[src/rtl/iserdes_sdr_deser.sv]
`default_nettype none
// ============================================================================
// Module      : iserdes_sdr_deser
// Description : Single-clock SDR input deserializer with word-valid strobe
//               and bitslip engine with hold-off for word alignment.
// Revision    : 1.0 - initial release
// ============================================================================
module iserdes_sdr_deser #(
  parameter int   DATA_WIDTH      = 8,
  parameter logic INIT            = 1'b0,
  parameter logic IS_CLK_INVERTED = 1'b0,
  parameter logic IS_D_INVERTED   = 1'b0,
  parameter int   BITSLIP_HOLDOFF = 2
) (
  input  logic       CLK,
  input  logic       RST,
  input  logic       CE,
  input  logic       D,
  input  logic       BITSLIP,
  output logic [7:0] Q,
  output logic       Q_VALID,
  output logic       BITSLIP_BUSY
);

  localparam int CW = $clog2(DATA_WIDTH);
  localparam int HW = 7;
  localparam logic [CW-1:0] c_CNT_LAST  = CW'(DATA_WIDTH - 1);
  localparam logic [CW-1:0] c_CNT_ONE   = CW'(1);
  localparam logic [HW-1:0] c_HOLD_LOAD = HW'(BITSLIP_HOLDOFF * DATA_WIDTH - 1);
  localparam logic [HW-1:0] c_HCNT_ONE  = HW'(1);

  typedef enum logic [0:0] {
    S_RUN  = 1'b0,
    S_HOLD = 1'b1
  } state_t;

  if (!(DATA_WIDTH == 2 || DATA_WIDTH == 4 || DATA_WIDTH == 8)) begin : g_bad_width
    $error("iserdes_sdr_deser: DATA_WIDTH must be 2, 4 or 8");
  end
  if (BITSLIP_HOLDOFF < 1 || BITSLIP_HOLDOFF > 15) begin : g_bad_holdoff
    $error("iserdes_sdr_deser: BITSLIP_HOLDOFF must be 1..15");
  end

  logic                  w_clk;
  logic                  w_d;
  logic [DATA_WIDTH-1:0] w_shift;
  logic                  w_slip;
  logic                  w_last;

  // Only W-1 history bits are kept; the newest bit completes the word directly.
  logic [DATA_WIDTH-2:0] r_sr;
  logic [CW-1:0]         r_cnt;
  logic [DATA_WIDTH-1:0] r_q;
  logic                  r_valid;
  logic                  r_busy;
  logic [HW-1:0]         r_hcnt;
  state_t                r_state;

  assign w_clk   = CLK ^ IS_CLK_INVERTED;
  assign w_d     = D ^ IS_D_INVERTED;
  assign w_shift = {w_d, r_sr};
  assign w_slip  = (r_state == S_RUN) && BITSLIP;
  assign w_last  = (r_cnt == c_CNT_LAST);

  always_ff @(posedge w_clk) begin
    if (!RST) begin
      r_sr    <= {(DATA_WIDTH-1){INIT}};
      r_cnt   <= '0;
      r_q     <= {DATA_WIDTH{INIT}};
      r_valid <= 1'b0;
      r_busy  <= 1'b0;
      r_hcnt  <= '0;
      r_state <= S_RUN;
    end else begin
      r_valid <= 1'b0;
      if (CE) begin
        r_sr <= w_shift[DATA_WIDTH-1:1];
        // A taken slip freezes the counter, pushing the boundary one bit later.
        if (!w_slip) begin
          r_cnt <= w_last ? '0 : r_cnt + c_CNT_ONE;
          if (w_last) begin
            r_q     <= w_shift;
            r_valid <= 1'b1;
          end
        end
        case (r_state)
          S_RUN: begin
            if (BITSLIP) begin
              r_state <= S_HOLD;
              r_hcnt  <= c_HOLD_LOAD;
              r_busy  <= 1'b1;
            end
          end
          S_HOLD: begin
            if (r_hcnt == '0) begin
              r_state <= S_RUN;
              r_busy  <= 1'b0;
            end else begin
              r_hcnt <= r_hcnt - c_HCNT_ONE;
            end
          end
          default: r_state <= S_RUN;
        endcase
      end
    end
  end

  if (DATA_WIDTH < 8) begin : g_pad
    assign Q = {{(8-DATA_WIDTH){1'b0}}, r_q};
  end else begin : g_full
    assign Q = r_q;
  end

  assign Q_VALID      = r_valid;
  assign BITSLIP_BUSY = r_busy;

endmodule
`default_nettype wire

[config.mk]
export PLATFORM = sky130hd
export DESIGN_NAME = iserdes_sdr_deser
export DESIGN_NICKNAME = d
export VERILOG_FILES = /design/src/rtl/iserdes_sdr_deser.sv
export SDC_FILE = /design/constraint.sdc
export NUM_CORES = 1
export LEC_CHECK = 0
export BUFFER_PORTS_ARGS = -buffer_cell sky130_fd_sc_hd__buf_4
export CELL_PAD_IN_SITES_DETAIL_PLACEMENT = 0
export CELL_PAD_IN_SITES_GLOBAL_PLACEMENT = 1
export CORE_MARGIN = 2
export CORE_UTILIZATION = 42
export DETAILED_ROUTE_END_ITERATION = 6
export GPL_TIMING_DRIVEN = 0
export PLACE_DENSITY = 0.78
export SLEW_MARGIN = 10
export SYNTH_ARGS = -nofsm -noshare
export SYNTH_HDL_FRONTEND = slang
export SYNTH_SLANG_ARGS = --single-unit
[constraint.sdc]
create_clock -name CLK -period 2.2 [get_ports CLK]
set_input_delay 0.33 -clock CLK [delete_from_list [all_inputs] [get_ports CLK]]
set_output_delay 0.33 -clock CLK [all_outputs]
set_load 0.01 [all_outputs]
==> flow_metrics.py, run 1 <==
metrics = {
    "routing": {
        "routed-wl-met3_um": 49,
        "vias": 894,
        "wire_per_inst_um": 13.6,
        "first_iter_violations": 25,
        "first_pass_iters": 4,
        "wl_met2_um": 1100,
        "via_per_inst": 5.52,
        "wl_met1_um": 1050,
        "drc": 0,
        "highest_layer": "met4",
        "wirelength_um": 2210,
        "antenna_left": 0,
    },
    "hold_path": {
        "hold_depth": 2,
        "worstHoldEndpoint": "Q[7]",
        "worstHoldStart": "D",
        "min_path_type": "in -> reg",
    },
    "clock_tree": {
        "cts_hold_buf": 0,
        "clkSinkCount": 28,
        "cts_buffers": 3,
        "cts.repair.resized": 0,
        "clk_path_buf_depth": 2,
        "clock_latency_ps": 320,
        "cts_max_level": 1,
        "cts-root-buf": "clkbuf_4",
        "path_clk_slew_ps": 140,
        "cts_setup_buffers": 0,
        "cts_tree": "yes",
    },
    "die": {
        "start_util_pct": 45.0,
        "die_w_um": 56.0,
        "row_count": 18,
        "design.core.area_sq_um": 2520,
        "ios": 15,
        "chipHeight_um": 56.0,
        "die_area_sq_um": 3130,
    },
    "grt": {
        "grt_max_degree": 15,
        "grt_overflow": 0,
        "grt_pass1_wl_um": 3750,
        "grtUsageTotal_pct": 14.7,
        "grt_pass1_vias": 848,
        "grt_antenna_before_repair": 0,
    },
    "critical_path": {
        "reg2reg_from": "r_hcnt[0]",
        "cp.arrival_ps": 1960,
        "end_kind": "register",
        "criticalPathCategory": "reg -> reg",
        "start_kind": "register",
        "slowest_delay_ps": 490,
        "path_max_fanout": 4,
        "critPathSlowestCell": "or3b_2",
        "worstReg2RegEnd": "r_hcnt[6]",
        "required_ps": 2460,
        "reg2regPathDepth": 6,
        "crit_path_cell_trace": "inv_1 > ha_1 > or3b_2 > nor3_1 > nand4b_1 > a31oi_1",
        "ff2ff_setup_slack_ps": 490,
    },
    "synthesis": {
        "yosysUniqueCellTypes": 34,
        "ys_ff_latch": 28,
        "avgSynthCellArea_sq_um": 9.87,
        "synth_area_sq_um": 1130,
        "syn-num-nets": 124,
        "netlist_top_cells_area": "dfxtp_1 49%, a22o_1 6.2%, mux2i_1 6.2%",
        "netlist.area_leader.share_pct": 49.4,
        "ys_seq_area_share_pct": 49.4,
        "ys.warnings.count": 0,
        "synth_top_cell_by_area": "dfxtp_1",
        "synthCells": 115,
    },
    "placed_design": {
        "dp.final_hpwl_um": 1600,
        "gp_congestion": 0.760,
        "io_buffers": 14,
    },
    "timing": {
        "worst_pin_slew_ps": 472,
        "setup_violations": 0,
        "fmax_mhz": 586,
        "maxSlewHeadroom_pct": 68.5,
        "min_period_over_period_pct": 77.5,
        "setup_tns_ps": 0,
        "grt_setup_unrepaired": "false",
        "slew_viol_final": 0,
        "hold_viol_final": 0,
        "min_period_ps": 1710,
        "fin_skew_ps": 10.1,
    },
    "cells_and_area": {
        "area_growth_pct": 14.6,
        "regArea_sq_um": 561,
        "drive_above_1_share_pct": 18.9,
        "fillers": 248,
        "multi_input_area_sq_um": 546,
        "nets": 143,
        "diodes": 0,
    },
    "power_and_ir_drop": {
        "power_density_nw_per_um2": 663,
        "power_uw": 862,
        "p_leak_nw": 0.546,
        "vdd_drop_max_mv": 0.429,
    },
    "outcome": {
        "status": "finished, final reports clean",
    },
    "job": {
        "cap_viol_max_count": 0,
    },
}
==> worst max path at each step <==
stage                          from         to  slack, ps  cells past startpoint
after CTS                 r_hcnt[0]  r_hcnt[6]        500                      6
after global placement    r_hcnt[0]  r_hcnt[6]        590                      6
after floorplan           r_hcnt[0]  r_hcnt[4]        700                      6
final                     r_hcnt[0]  r_hcnt[6]        490                      6
after detailed placement  r_hcnt[0]  r_hcnt[6]        520                      6
after global routing      r_hcnt[0]  r_hcnt[6]        430                      6
==> flip-flops by register name, summed over array words and instances, names as in the netlist <==
signal,flops
Q,8
r_hcnt,7
Q_VALID,1
r_cnt,3
r_sr,7
BITSLIP_BUSY,1
r_state,1
==> cell usage after synthesis <==
cell,instances
nand4b_1,1
clkbuf_1,2
nor4_2,1
mux2i_1,7
o221a_2,1
buf_2,2
o41ai_1,1
a21oi_2,1
nand3_1,4
a221oi_1,1
o21ai_0,2
or3_1,1
a21oi_1,8
o32ai_1,1
nor2_1,11
xnor2_1,1
nand2_1,8
nor2b_1,1
or3_4,1
clkinv_1,1
o211ai_1,1
nor3_1,1
dfxtp_1,28
a31o_2,1
a31oi_1,2
ha_1,4
inv_1,2
a22o_1,8
a211oi_1,1
or3b_2,1
and2_1,3
nand3b_1,1
nand2b_1,4
and3_1,2
==> power by group <==
part | total (mW) | internal, mW | switching, mW | leakage (nW)
clock network | 0.202 | 0.0640 | 0.138 | 0.0138
registers | 0.540 | 0.524 | 0.0158 | 0.228
logic | 0.120 | 0.0529 | 0.0666 | 0.305
total | 0.862 | 0.641 | 0.221 | 0.546
==> critical path: cells and delay by family (launching register included) <==
family | cells | cell delay (ps)
DFF | 1 | 360
AOI/OAI and AO/OA | 1 | 170
buffers and inverters | 1 | 80
adders and majority gates | 1 | 170
and+or+nand+nor | 3 | 870
==> cells in the final DEF, fill, tap and decap left out, types with 3 or more instances in the layout <==
| master | instances |
|---|---|
| nand2b_1 | 4 |
| a22o_1 | 8 |
| nand2_1 | 8 |
| clkbuf_4 | 3 |
| a21oi_1 | 8 |
| dfxtp_1 | 28 |
| nand3_1 | 4 |
| nor2_1 | 11 |
| mux2i_1 | 7 |
| and2_1 | 3 |
| buf_4 | 14 |
| ha_1 | 4 |
==> through the flow <==
| stage | util [%] | cell area (sq um) | std cells | worst slack (ps) | hold WS [ps] |
|---|---|---|---|---|---|
| after floorplan | - | 1130 | 115 | 695 | 440 |
| after global placement | 50.6 | 1280 | 159 | 586 | 449 |
| after detailed placement | 50.6 | 1280 | 159 | 524 | 459 |
| after CTS | 51.5 | 1300 | 162 | 496 | 219 |
| after global routing | 51.5 | 1300 | 162 | 426 | 241 |
| final | 51.5 | 1300 | 162 | 495 | 233 |
==> final cells by class <==
type,count,share of cell area [%]
Inverter,3,0.866
Multi-Input combinational cell,80,42.0
Buffer,4,1.35
Sequential cell,28,43.1
Tap cell,30,2.89
Timing Repair Buffer,14,8.08
Clock buffer,3,1.73
==> cell families (layout without fill, tap and decap cells) <==
logic type,count (synthesis),in the layout,synth area share [%]
simple gates,40,40,18.9
compound gates,28,28,17.9
flops,28,28,49.4
mux,7,7,6.17
buf+inv,7,24,2.54
fa+ha+maj,4,4,4.41
xor+xnor,1,1,0.772
==> routing by layer <==
layer  vias to the layer above  GRT usage, %
li1                        453             -
met1                       432          19.2
met2                         7          25.0
met3                         2          2.33
met4                         0          4.08
met5                         -             0
No activity file was read; power rests on OpenSTA's default activity.
==> run 2, diff against run 1 <==
--- a/config.mk
+++ b/config.mk
@@ -9,10 +9,10 @@
 export CELL_PAD_IN_SITES_DETAIL_PLACEMENT = 0
 export CELL_PAD_IN_SITES_GLOBAL_PLACEMENT = 1
 export CORE_MARGIN = 2
-export CORE_UTILIZATION = 42
+export CORE_UTILIZATION = 38
 export DETAILED_ROUTE_END_ITERATION = 6
 export GPL_TIMING_DRIVEN = 0
-export PLACE_DENSITY = 0.78
+export PLACE_DENSITY = 0.75
 export SLEW_MARGIN = 10
 export SYNTH_ARGS = -nofsm -noshare
 export SYNTH_HDL_FRONTEND = slang
==> constraint.sdc (replaced) <==
create_clock -name CLK -period 1.56 [get_ports CLK]
set_input_delay 0.234 -clock CLK [delete_from_list [all_inputs] [get_ports CLK]]
set_output_delay 0.234 -clock CLK [all_outputs]
set_load 0.01 [all_outputs]
==> flow_metrics.py, run 2 (same netlist as run 1, synthesis figures left out) <==
metrics = {
    "grt": {
        "grtUsageTotal_pct": 14.6,
        "grt_overflow": 0,
        "grt_max_degree": 16,
        "grt_pass1_wl_um": 3770,
        "grt_pass1_vias": 826,
        "grt_antenna_before_repair": 0,
    },
    "routing": {
        "first_iter_violations": 38,
        "via_per_inst": 5.40,
        "wirelength_um": 2350,
        "wire_per_inst_um": 14.0,
        "vias": 907,
        "first_pass_iters": 4,
        "antenna_left": 0,
        "drc": 0,
    },
    "cells_and_area": {
        "nets": 147,
        "fillers": 280,
        "largest_register_ffs": 8,
        "final_cell_mix": "25 x dfxtp_1, 18 x buf_4, 11 x nor2_1",
        "diodes": 0,
        "drive_above_1_share_pct": 28.5,
        "area_growth_pct": 22.1,
        "mostFrequentLayoutCell": "dfxtp_1",
    },
    "power_and_ir_drop": {
        "vdd_drop_max_mv": 0.571,
        "power_density_nw_per_um2": 953,
        "p_leak_nw": 0.585,
    },
    "timing": {
        "worst_pin_slew_ps": 451,
        "setup_tns_ps": 0,
        "min_period_over_period_pct": 96.1,
        "slew_viol_final": 0,
        "maxSlewHeadroom_pct": 69.9,
        "min_period_ps": 1500,
        "setup_violations": 0,
        "fmax_mhz": 667,
        "fin_skew_ps": 10.2,
        "hold_viol_final": 0,
        "layout_setup_ws_ps": 60.5,
        "holdWs_ps": 128,
    },
    "critical_path": {
        "end_kind": "register",
        "start_kind": "register",
        "path_max_fanout": 3,
        "required_ps": 1790,
        "criticalPathCategory": "reg -> reg",
        "cp.arrival_ps": 1730,
    },
    "die": {
        "ios": 15,
        "chipHeight_um": 58.7,
        "design.core.area_sq_um": 2810,
        "die_area_sq_um": 3440,
        "die_w_um": 58.7,
        "start_util_pct": 40.5,
        "row_count": 19,
    },
    "clock_tree": {
        "path_clk_slew_ps": 150,
        "cts-root-buf": "clkbuf_4",
        "cts_buffers": 3,
        "clk_path_buf_depth": 2,
        "clkSinkCount": 28,
        "clock_latency_ps": 330,
        "cts_tree": "yes",
        "cts_max_level": 1,
    },
    "outcome": {
        "status": "finished, final reports clean",
    },
    "job": {
        "cap_viol_max_count": 0,
    },
    "placed_design": {
        "io_buffers": 14,
        "gp_congestion": 0.694,
        "dp.final_hpwl_um": 1620,
        "preCtsSetupSlack_ps": -86.1,
    },
    "hold_path": {
        "min_path_type": "in -> reg",
    },
}
## run 2: cell count changes in the layout (fill, tap and decap cells not counted), sizes merged
cell    before  now
buf         16   20
clkbuf       5    6
## run 2: power breakdown
part / leakage [nW] / switching (mW) / internal (mW)
Clock: 0.0210 / 0.207 / 0.143
Sequential: 0.229 / 0.0276 / 0.741
Combinational: 0.335 / 0.103 / 0.0990
## run 2: layout make-up
class	count	area, sq um	area share, %
repair buffers	18	135	9.76
flip-flops and latches	28	564	40.7
inverters	3	11.3	0.813
plain buffers	4	17.5	1.26
well taps	31	38.8	2.80
clock buffers	4	36.3	2.62
multi-input cells	80	582	42.0
## run 2: final timing paths
check                           startpoint         to  slack [ps]  depth (start not counted)
worst max-delay path             r_hcnt[1]  r_hcnt[4]          60                          6
worst min register to register    r_cnt[2]   r_cnt[2]         470                          2
worst min-delay path                     D       Q[7]         130                          2
worst max register to register   r_hcnt[1]  r_hcnt[4]          60                          6
## run 2: stage by stage
step                utilization (%)  instance area [sq um]  std cells  total power [mW]
floorplan                         -                   1130        115             0.896
global placement               45.6                   1280        160             0.942
detailed placement             45.6                   1280        160             0.947
CTS                            47.6                   1340        164              1.31
global route                   49.4                   1390        168              1.38
finish                         49.4                   1390        168              1.32
## run 2: what timing repair did
item,4_1_cts,5_1_grt
setup buffers,0,4
pin swaps,0,4
cloned,0,0
gates resized for setup,5,7
hold buffers,0,0
setup endpoints to repair,3,4
## run 2: critical path: stages, from the launching register on
cell	delay, ps
dfxtp_2	350
inv_2	60
ha_2	170
or3b_4	390
and2_1	170
o211ai_1	170
o41ai_1	90
## run 2: metal layers
metal  wire, um  up-vias  global-route usage, %  part of all wire [%]
li1           -      461                      -                     -
met1       1110      433                   19.0                    47
met2       1150        9                   22.6                    49
met3         62        4                   3.30                   2.6
met4         26        0                   7.47                   1.1
met5          0        -                      0                     0
